**config.mk**
```make
export PLATFORM = sky130hd
export DESIGN_NAME = vmem_fill_ctrl
export DESIGN_NICKNAME = d
export VERILOG_FILES = /design/src/rtl/vmem_fill_ctrl.sv
export SDC_FILE = /design/constraint.sdc
export NUM_CORES = 1
export LEC_CHECK = 0
export BUFFER_PORTS_ARGS = -buffer_cell sky130_fd_sc_hd__buf_2
export CORE_MARGIN = 4
export CORE_UTILIZATION = 58
export DETAILED_ROUTE_END_ITERATION = 10
export GPL_TIMING_DRIVEN = 1
export PLACE_DENSITY_LB_ADDON = 0.12
export SETUP_SLACK_MARGIN = 0.5
export SLEW_MARGIN = 15
export SYNTH_ARGS = -nofsm -noshare
export SYNTH_HDL_FRONTEND = slang
export SYNTH_SLANG_ARGS = --single-unit
export TNS_END_PERCENT = 50
```
**constraint.sdc**
```tcl
create_clock -name clk_i -period 8.2 [get_ports clk_i]
set_clock_uncertainty 0.05 [all_clocks]
set_input_delay 0.82 -clock clk_i [delete_from_list [all_inputs] [get_ports clk_i]]
set_output_delay 0.82 -clock clk_i [all_outputs]
set_load 0.005 [all_outputs]
```
**src/rtl/vmem_fill_ctrl.sv**
```systemverilog
// Rectangle-fill engine and write-port arbiter for the 240x240 3-bit video memory.
// The CPU programs a rectangle and colour through a four-register window and starts
// a fill. The engine then writes one pixel per cycle in raster order. CPU stores
// share the vmem port and always take priority, and the engine retries on the next cycle.
module vmem_fill_ctrl #(
    parameter int XMAX = 239
) (
    input  logic        clk_i,
    input  logic        rst_i,
    input  logic        cpu_we_i,
    input  logic [15:0] cpu_addr_i,
    input  logic [2:0]  cpu_wdata_i,
    input  logic        cfg_we_i,
    input  logic [3:0]  cfg_addr_i,
    input  logic [31:0] cfg_wdata_i,
    output logic [31:0] cfg_rdata_o,
    output logic        vmem_we_o,
    output logic [15:0] vmem_addr_o,
    output logic [2:0]  vmem_wdata_o,
    output logic        busy_o,
    output logic        done_o
);

    localparam logic [1:0] ST_IDLE = 2'd0;
    localparam logic [1:0] ST_RUN  = 2'd1;
    localparam logic [1:0] ST_DONE = 2'd2;

    localparam logic [7:0] COORD_MAX = 8'(XMAX);

    logic [1:0]  state_q, state_d;
    logic [7:0]  x0_q, y0_q, x1_q, y1_q;
    logic [2:0]  color_q;
    logic [7:0]  workX0_q, workX0_d;
    logic [7:0]  workX1_q, workX1_d;
    logic [7:0]  workY1_q, workY1_d;
    logic [2:0]  workColor_q, workColor_d;
    logic [7:0]  curX_q, curX_d;
    logic [7:0]  curY_q, curY_d;
    logic        err_q, err_d;
    logic        aborted_q, aborted_d;
    logic [31:0] rdata_q, rdata_d;
    logic        vmemWe_q;
    logic [15:0] vmemAddr_q;
    logic [2:0]  vmemWdata_q;

    logic ctrlWrite;
    logic startReq;
    logic abortReq;
    logic rectBad;
    logic engineWrite;
    logic lastPixel;
    logic unusedCfgBits;

    assign ctrlWrite     = cfg_we_i && (cfg_addr_i == 4'h0);
    assign startReq      = ctrlWrite && cfg_wdata_i[0];
    assign abortReq      = ctrlWrite && cfg_wdata_i[1];
    assign rectBad       = (x0_q > x1_q) || (y0_q > y1_q) ||
                           (x1_q > COORD_MAX) || (y1_q > COORD_MAX);
    // An ABORT arriving during RUN also suppresses that cycle's pixel, so nothing
    // more is written once the abort has been seen.
    assign engineWrite   = (state_q == ST_RUN) && !cpu_we_i && !abortReq;
    assign lastPixel     = (curX_q == workX1_q) && (curY_q == workY1_q);
    assign unusedCfgBits = ^cfg_wdata_i[31:16];

    // Shadow registers P0/P1/COLOR: CPU-writable at any time, never read by a running fill
    always_ff @(posedge clk_i or posedge rst_i) begin
        if (rst_i) begin
            x0_q    <= 8'd0;
            y0_q    <= 8'd0;
            x1_q    <= 8'd0;
            y1_q    <= 8'd0;
            color_q <= 3'd0;
        end else if (cfg_we_i) begin
            case (cfg_addr_i)
                4'h4: begin
                    x0_q <= cfg_wdata_i[7:0];
                    y0_q <= cfg_wdata_i[15:8];
                end
                4'h8: begin
                    x1_q <= cfg_wdata_i[7:0];
                    y1_q <= cfg_wdata_i[15:8];
                end
                4'hC: color_q <= cfg_wdata_i[2:0];
                default: ;
            endcase
        end
    end

    // Fill FSM next state: start/validation, raster stepping, abort, completion
    always_comb begin
        state_d     = state_q;
        workX0_d    = workX0_q;
        workX1_d    = workX1_q;
        workY1_d    = workY1_q;
        workColor_d = workColor_q;
        curX_d      = curX_q;
        curY_d      = curY_q;
        err_d       = err_q;
        aborted_d   = aborted_q;
        case (state_q)
            ST_IDLE: begin
                if (abortReq) begin
                    aborted_d = 1'b1;
                end else if (startReq) begin
                    aborted_d = 1'b0;
                    if (rectBad) begin
                        err_d   = 1'b1;
                        state_d = ST_DONE;
                    end else begin
                        err_d       = 1'b0;
                        workX0_d    = x0_q;
                        workX1_d    = x1_q;
                        workY1_d    = y1_q;
                        workColor_d = color_q;
                        curX_d      = x0_q;
                        curY_d      = y0_q;
                        state_d     = ST_RUN;
                    end
                end
            end
            ST_RUN: begin
                if (abortReq) begin
                    aborted_d = 1'b1;
                    state_d   = ST_IDLE;
                end else if (engineWrite) begin
                    if (lastPixel) begin
                        state_d = ST_DONE;
                    end else if (curX_q == workX1_q) begin
                        curX_d = workX0_q;
                        curY_d = curY_q + 8'd1;
                    end else begin
                        curX_d = curX_q + 8'd1;
                    end
                end
            end
            ST_DONE: state_d = ST_IDLE;
            default: state_d = ST_IDLE;
        endcase
    end

    // FSM and working-register state
    always_ff @(posedge clk_i or posedge rst_i) begin
        if (rst_i) begin
            state_q     <= ST_IDLE;
            workX0_q    <= 8'd0;
            workX1_q    <= 8'd0;
            workY1_q    <= 8'd0;
            workColor_q <= 3'd0;
            curX_q      <= 8'd0;
            curY_q      <= 8'd0;
            err_q       <= 1'b0;
            aborted_q   <= 1'b0;
        end else begin
            state_q     <= state_d;
            workX0_q    <= workX0_d;
            workX1_q    <= workX1_d;
            workY1_q    <= workY1_d;
            workColor_q <= workColor_d;
            curX_q      <= curX_d;
            curY_q      <= curY_d;
            err_q       <= err_d;
            aborted_q   <= aborted_d;
        end
    end

    // Register read mux; unmapped offsets and unused bits read as zero
    always_comb begin
        rdata_d = 32'd0;
        case (cfg_addr_i)
            4'h0: rdata_d = {29'd0, err_q, aborted_q, (state_q == ST_RUN)};
            4'h4: rdata_d = {16'd0, y0_q, x0_q};
            4'h8: rdata_d = {16'd0, y1_q, x1_q};
            4'hC: rdata_d = {29'd0, color_q};
            default: rdata_d = 32'd0;
        endcase
    end

    // Registered read data, one cycle behind cfg_addr_i
    always_ff @(posedge clk_i or posedge rst_i) begin
        if (rst_i) begin
            rdata_q <= 32'd0;
        end else begin
            rdata_q <= rdata_d;
        end
    end

    // Registered vmem port mux: CPU store wins, otherwise the engine pixel
    always_ff @(posedge clk_i or posedge rst_i) begin
        if (rst_i) begin
            vmemWe_q    <= 1'b0;
            vmemAddr_q  <= 16'd0;
            vmemWdata_q <= 3'd0;
        end else if (cpu_we_i) begin
            vmemWe_q    <= 1'b1;
            vmemAddr_q  <= cpu_addr_i;
            vmemWdata_q <= cpu_wdata_i;
        end else if (engineWrite) begin
            vmemWe_q    <= 1'b1;
            vmemAddr_q  <= {curY_q, curX_q};
            vmemWdata_q <= workColor_q;
        end else begin
            vmemWe_q    <= 1'b0;
        end
    end

    assign cfg_rdata_o  = rdata_q;
    assign vmem_we_o    = vmemWe_q;
    assign vmem_addr_o  = vmemAddr_q;
    assign vmem_wdata_o = vmemWdata_q;
    assign busy_o       = (state_q == ST_RUN);
    assign done_o       = (state_q == ST_DONE);

endmodule

```
==> flow_summary_export.csv <==
group,metric,value,unit
run_status,outcome,"completed",
pwr,comb_power_share,0.265,
logic_synthesis,netlist_top_cells_area,"dfrtp_1 (50%), mux2_2 (10%), o21ai_0 (4.5%)",
die,chipWidth,109,um
flow_run,drv_cap,0,
grt,grt_pass1_vias,4279,
worst_hold_path,hold_path_class,"input pin to asynchronous set/reset pin",
drt,wire_per_inst,17.3,um
pwr,finalPower,2.10,mW
timing,period_share,0.430,
clock_tree,cts-htree-levels,4,
pwr,p_leak,3.32,nW
finish,drive_above_1_share,0.295,
logic_synthesis,yosysWarningCount,0,
die,core_area,9860,sq um
pwr,switchingPower,0.682,mW
logic_synthesis,synth_area_per_cell,11.1,sq um
logic_synthesis,yosysTopAreaCellShare,0.498,
timing,grt_setup_unrepaired,"no",
logic_synthesis,synth_common_cells,"dfrtp_1 (118), mux2_2 (55), nand2_1 (53), o21ai_0 (53), mux2i_1 (24)",
timing,whs,332,ps
drt,finalWirelength,13000,um
drt,drt_iter0_drc,314,
grt,grt_max_degree,68,
timing,worstMarginPinSlew,1060,ps
placed_design,place_congestion,0.819,
timing,slew-limit-headroom,0.291,
logic_synthesis,yosysMostFrequentCell,"dfrtp_1",
grt,grt_pass1_wl,21700,um
logic_synthesis,synth.distinct_cells,49,
clock_tree,cts_setup_buffers,0,
clock_tree,cts.sinks,118,
pwr,p_seq_frac,0.415,
drt,vias,4298,
pwr,switching_share,0.325,
pwr,irDropWorstVdd,0.169,mV
logic_synthesis,synth_edf_count,0,
timing,finalSetupTns,0,ps
drt,ant_nets,0,
finish,regArea,2950,sq um
logic_synthesis,async_flop_share,1.00,
worst_setup_path,critPathKind,"register to register",
worst_setup_path,cp-end-kind,"register",
timing,fin_crit,3520,ps
logic_synthesis,synth_cells,532,
finish,area_delta_synth_final,15.8,%
clock_tree,cts_hold_buf,0,
drt,via_per_inst,5.73,
drt,first_pass_iters,5,
die,die_h,109,um
clock_tree,numCtsBuffers,17,
clock_tree,cts_tree,"built",
die,dieArea,11900,sq um
placed_design,hpwlAfterDp,9120,um
finish,multiInputGateArea,2710,sq um
placed_design,numPortBuffers,80,
clock_tree,clock_latency,520,ps
logic_synthesis,ys_seq_area_frac,0.498,
timing,setup_slack,4680,ps
placed_design,pre_cts_ws,4700,ps
clock_tree,cts.repair.resized,0,
timing,slew_viol_final,0,
clock_tree,clk_path_buf_depth,2,
timing,hold_viol_final,0,
finish,nets,684,
worst_setup_path,arrival,3870,ps
clock_tree,clock-root-buffer,"clkbuf_8",
worst_setup_path,crit_family,"simple AND/OR/NAND/NOR gates",
logic_synthesis,yosysTopAreaCell,"dfrtp_1",
worst_setup_path,timing.critical_path.mode_cell,"nand2_1",
worst_setup_path,path_buf_inv,2,
finish,nFillCells,753,
worst_setup_path,cp-start-kind,"register",
die,rows,36,
logic_synthesis,syn-cell-area,5930,sq um
pwr,power_density,306,nW/um^2
grt,antenna_found_initial,0,
pwr,p_int,1.42,mW
worst_setup_path,worst_path_max_delay_cell,"o31ai_2",
worst_setup_path,slowest_delay,920,ps
die,ios,113,
logic_synthesis,synth_flop_cell,"dfrtp_1",
worst_setup_path,cp_max_fo,24,
timing,clock.fmax,284,MHz
worst_setup_path,crit_chain,"inv_1, nand2_1, inv_2, nand2_1, o31ai_2, mux2_2",
timing,finalSetupViolCount,0,
worst_setup_path,cp_data_required_time,8550,ps
drt,drc,0,
die,start_util,0.601,
pwr,p_clk_frac,0.320,
logic_synthesis,ys_ff_latch,118,
grt,grt_usage,0.239,
clock_tree,clkTransAtPathRegs,50,ps
grt,grt_overflow,0,
finish,antennaDiodeCount,0,
[per-stage QoR]
step / std cells / utilization / cell area (sq um)
6_report: 750 / 0.696 / 6860
4_1_cts: 750 / 0.696 / 6860
3_5_place_dp: 721 / 0.641 / 6320
5_1_grt: 750 / 0.696 / 6860
2_1_floorplan: 547 / - / 5990
3_3_place_gp: 721 / 0.641 / 6320
[cell type report]
class,instances,share of cell area
Timing Repair Buffer,82,0.0605
Clock inverter,4,0.00656
Sequential cell,118,0.430
Clock buffer,25,0.0720
Multi-Input combinational cell,368,0.395
Inverter,20,0.0113
Tap cell,133,0.0242
[sequential cells by signal (all words and copies together), names as in the netlist, 2 cells and up]
signal / count
cfg_rdata_o: 16
vmem_addr_o: 16
curX_q: 8
curY_q: 8
workX0_q: 8
workX1_q: 8
workY1_q: 8
x0_q: 8
x1_q: 8
y0_q: 8
y1_q: 8
color_q: 3
vmem_wdata_o: 3
workColor_q: 3
state_q: 2
[per-layer routing]
layer	track usage	vias up	routed length (um)
li1	-	2005	-
met1	0.336	2112	5940
met2	0.364	159	5990
met3	0.0610	22	902
met4	0.0830	0	183
met5	0	-	0
[logic make-up (layout without fill, tap and decap cells)]
logic type               Yosys count  count (layout)  share of synthesized area
AO/OA/AOI/OAI                    103             103                      0.112
flip-flops                       118             118                      0.498
adder cells (fa/ha/maj)           18              18                     0.0380
AND/OR/NAND/NOR                  126             126                      0.105
multiplexers                      83              83                      0.159
buffers and inverters             61             131                     0.0540
other                              1              16                   0.000632
XOR/XNOR                          22              22                     0.0338
[cell usage in the layout, fill, tap and decap left out, types with 16 or more instances in the layout]
master / netlist / layout
o21ai_0: 53 / 53
buf_2: 4 / 80
dfrtp_1: 118 / 118
clkbuf_16: 0 / 16
inv_1: 19 / 18
mux2_2: 55 / 55
conb_1: 1 / 16
xnor2_1: 21 / 21
nand2_1: 53 / 53
ha_1: 18 / 18
nor2_1: 21 / 21
mux2i_1: 24 / 24
[power by group through the flow]
| stage | Clock (mW) | Sequential (mW) | Combinational, mW |
|---|---|---|---|
| 6_report | 0.673 | 0.872 | 0.556 |
| 5_1_grt | 0.714 | 0.892 | 0.625 |
| 4_1_cts | 0.682 | 0.869 | 0.560 |
| 3_5_place_dp | 0 | 0.877 | 0.550 |
| 3_3_place_gp | 0 | 0.868 | 0.528 |
| 2_1_floorplan | 0 | 0.807 | 0.472 |
[worst register-to-register path: stages, from the launching register on]
cell     delay, ps
dfrtp_1        450
inv_1          130
nand2_1        460
inv_2          460
nand2_1        510
o31ai_2        920
mux2_2         420
[final timing paths]
path	startpoint	endpoint	slack, ps	depth (start not counted)
worst min-delay path	rst_i	vmem_addr_o[9]$_DFFE_PP0P_	330	2
min in group clk_i	workX0_q[0]$_DFFE_PP0P_	workX0_q[0]$_DFFE_PP0P_	430	2
worst min register to register	workX0_q[0]$_DFFE_PP0P_	workX0_q[0]$_DFFE_PP0P_	430	2
worst max register to register	state_q[1]$_DFFE_PP0P_	curX_q[1]$_DFFE_PP0P_	4680	6
max in group asynchronous	rst_i	x1_q[3]$_DFFE_PP0P_	6510	3
worst max-delay path	state_q[1]$_DFFE_PP0P_	curX_q[1]$_DFFE_PP0P_	4680	6
Note: power is estimated with default switching activity, not from simulation.
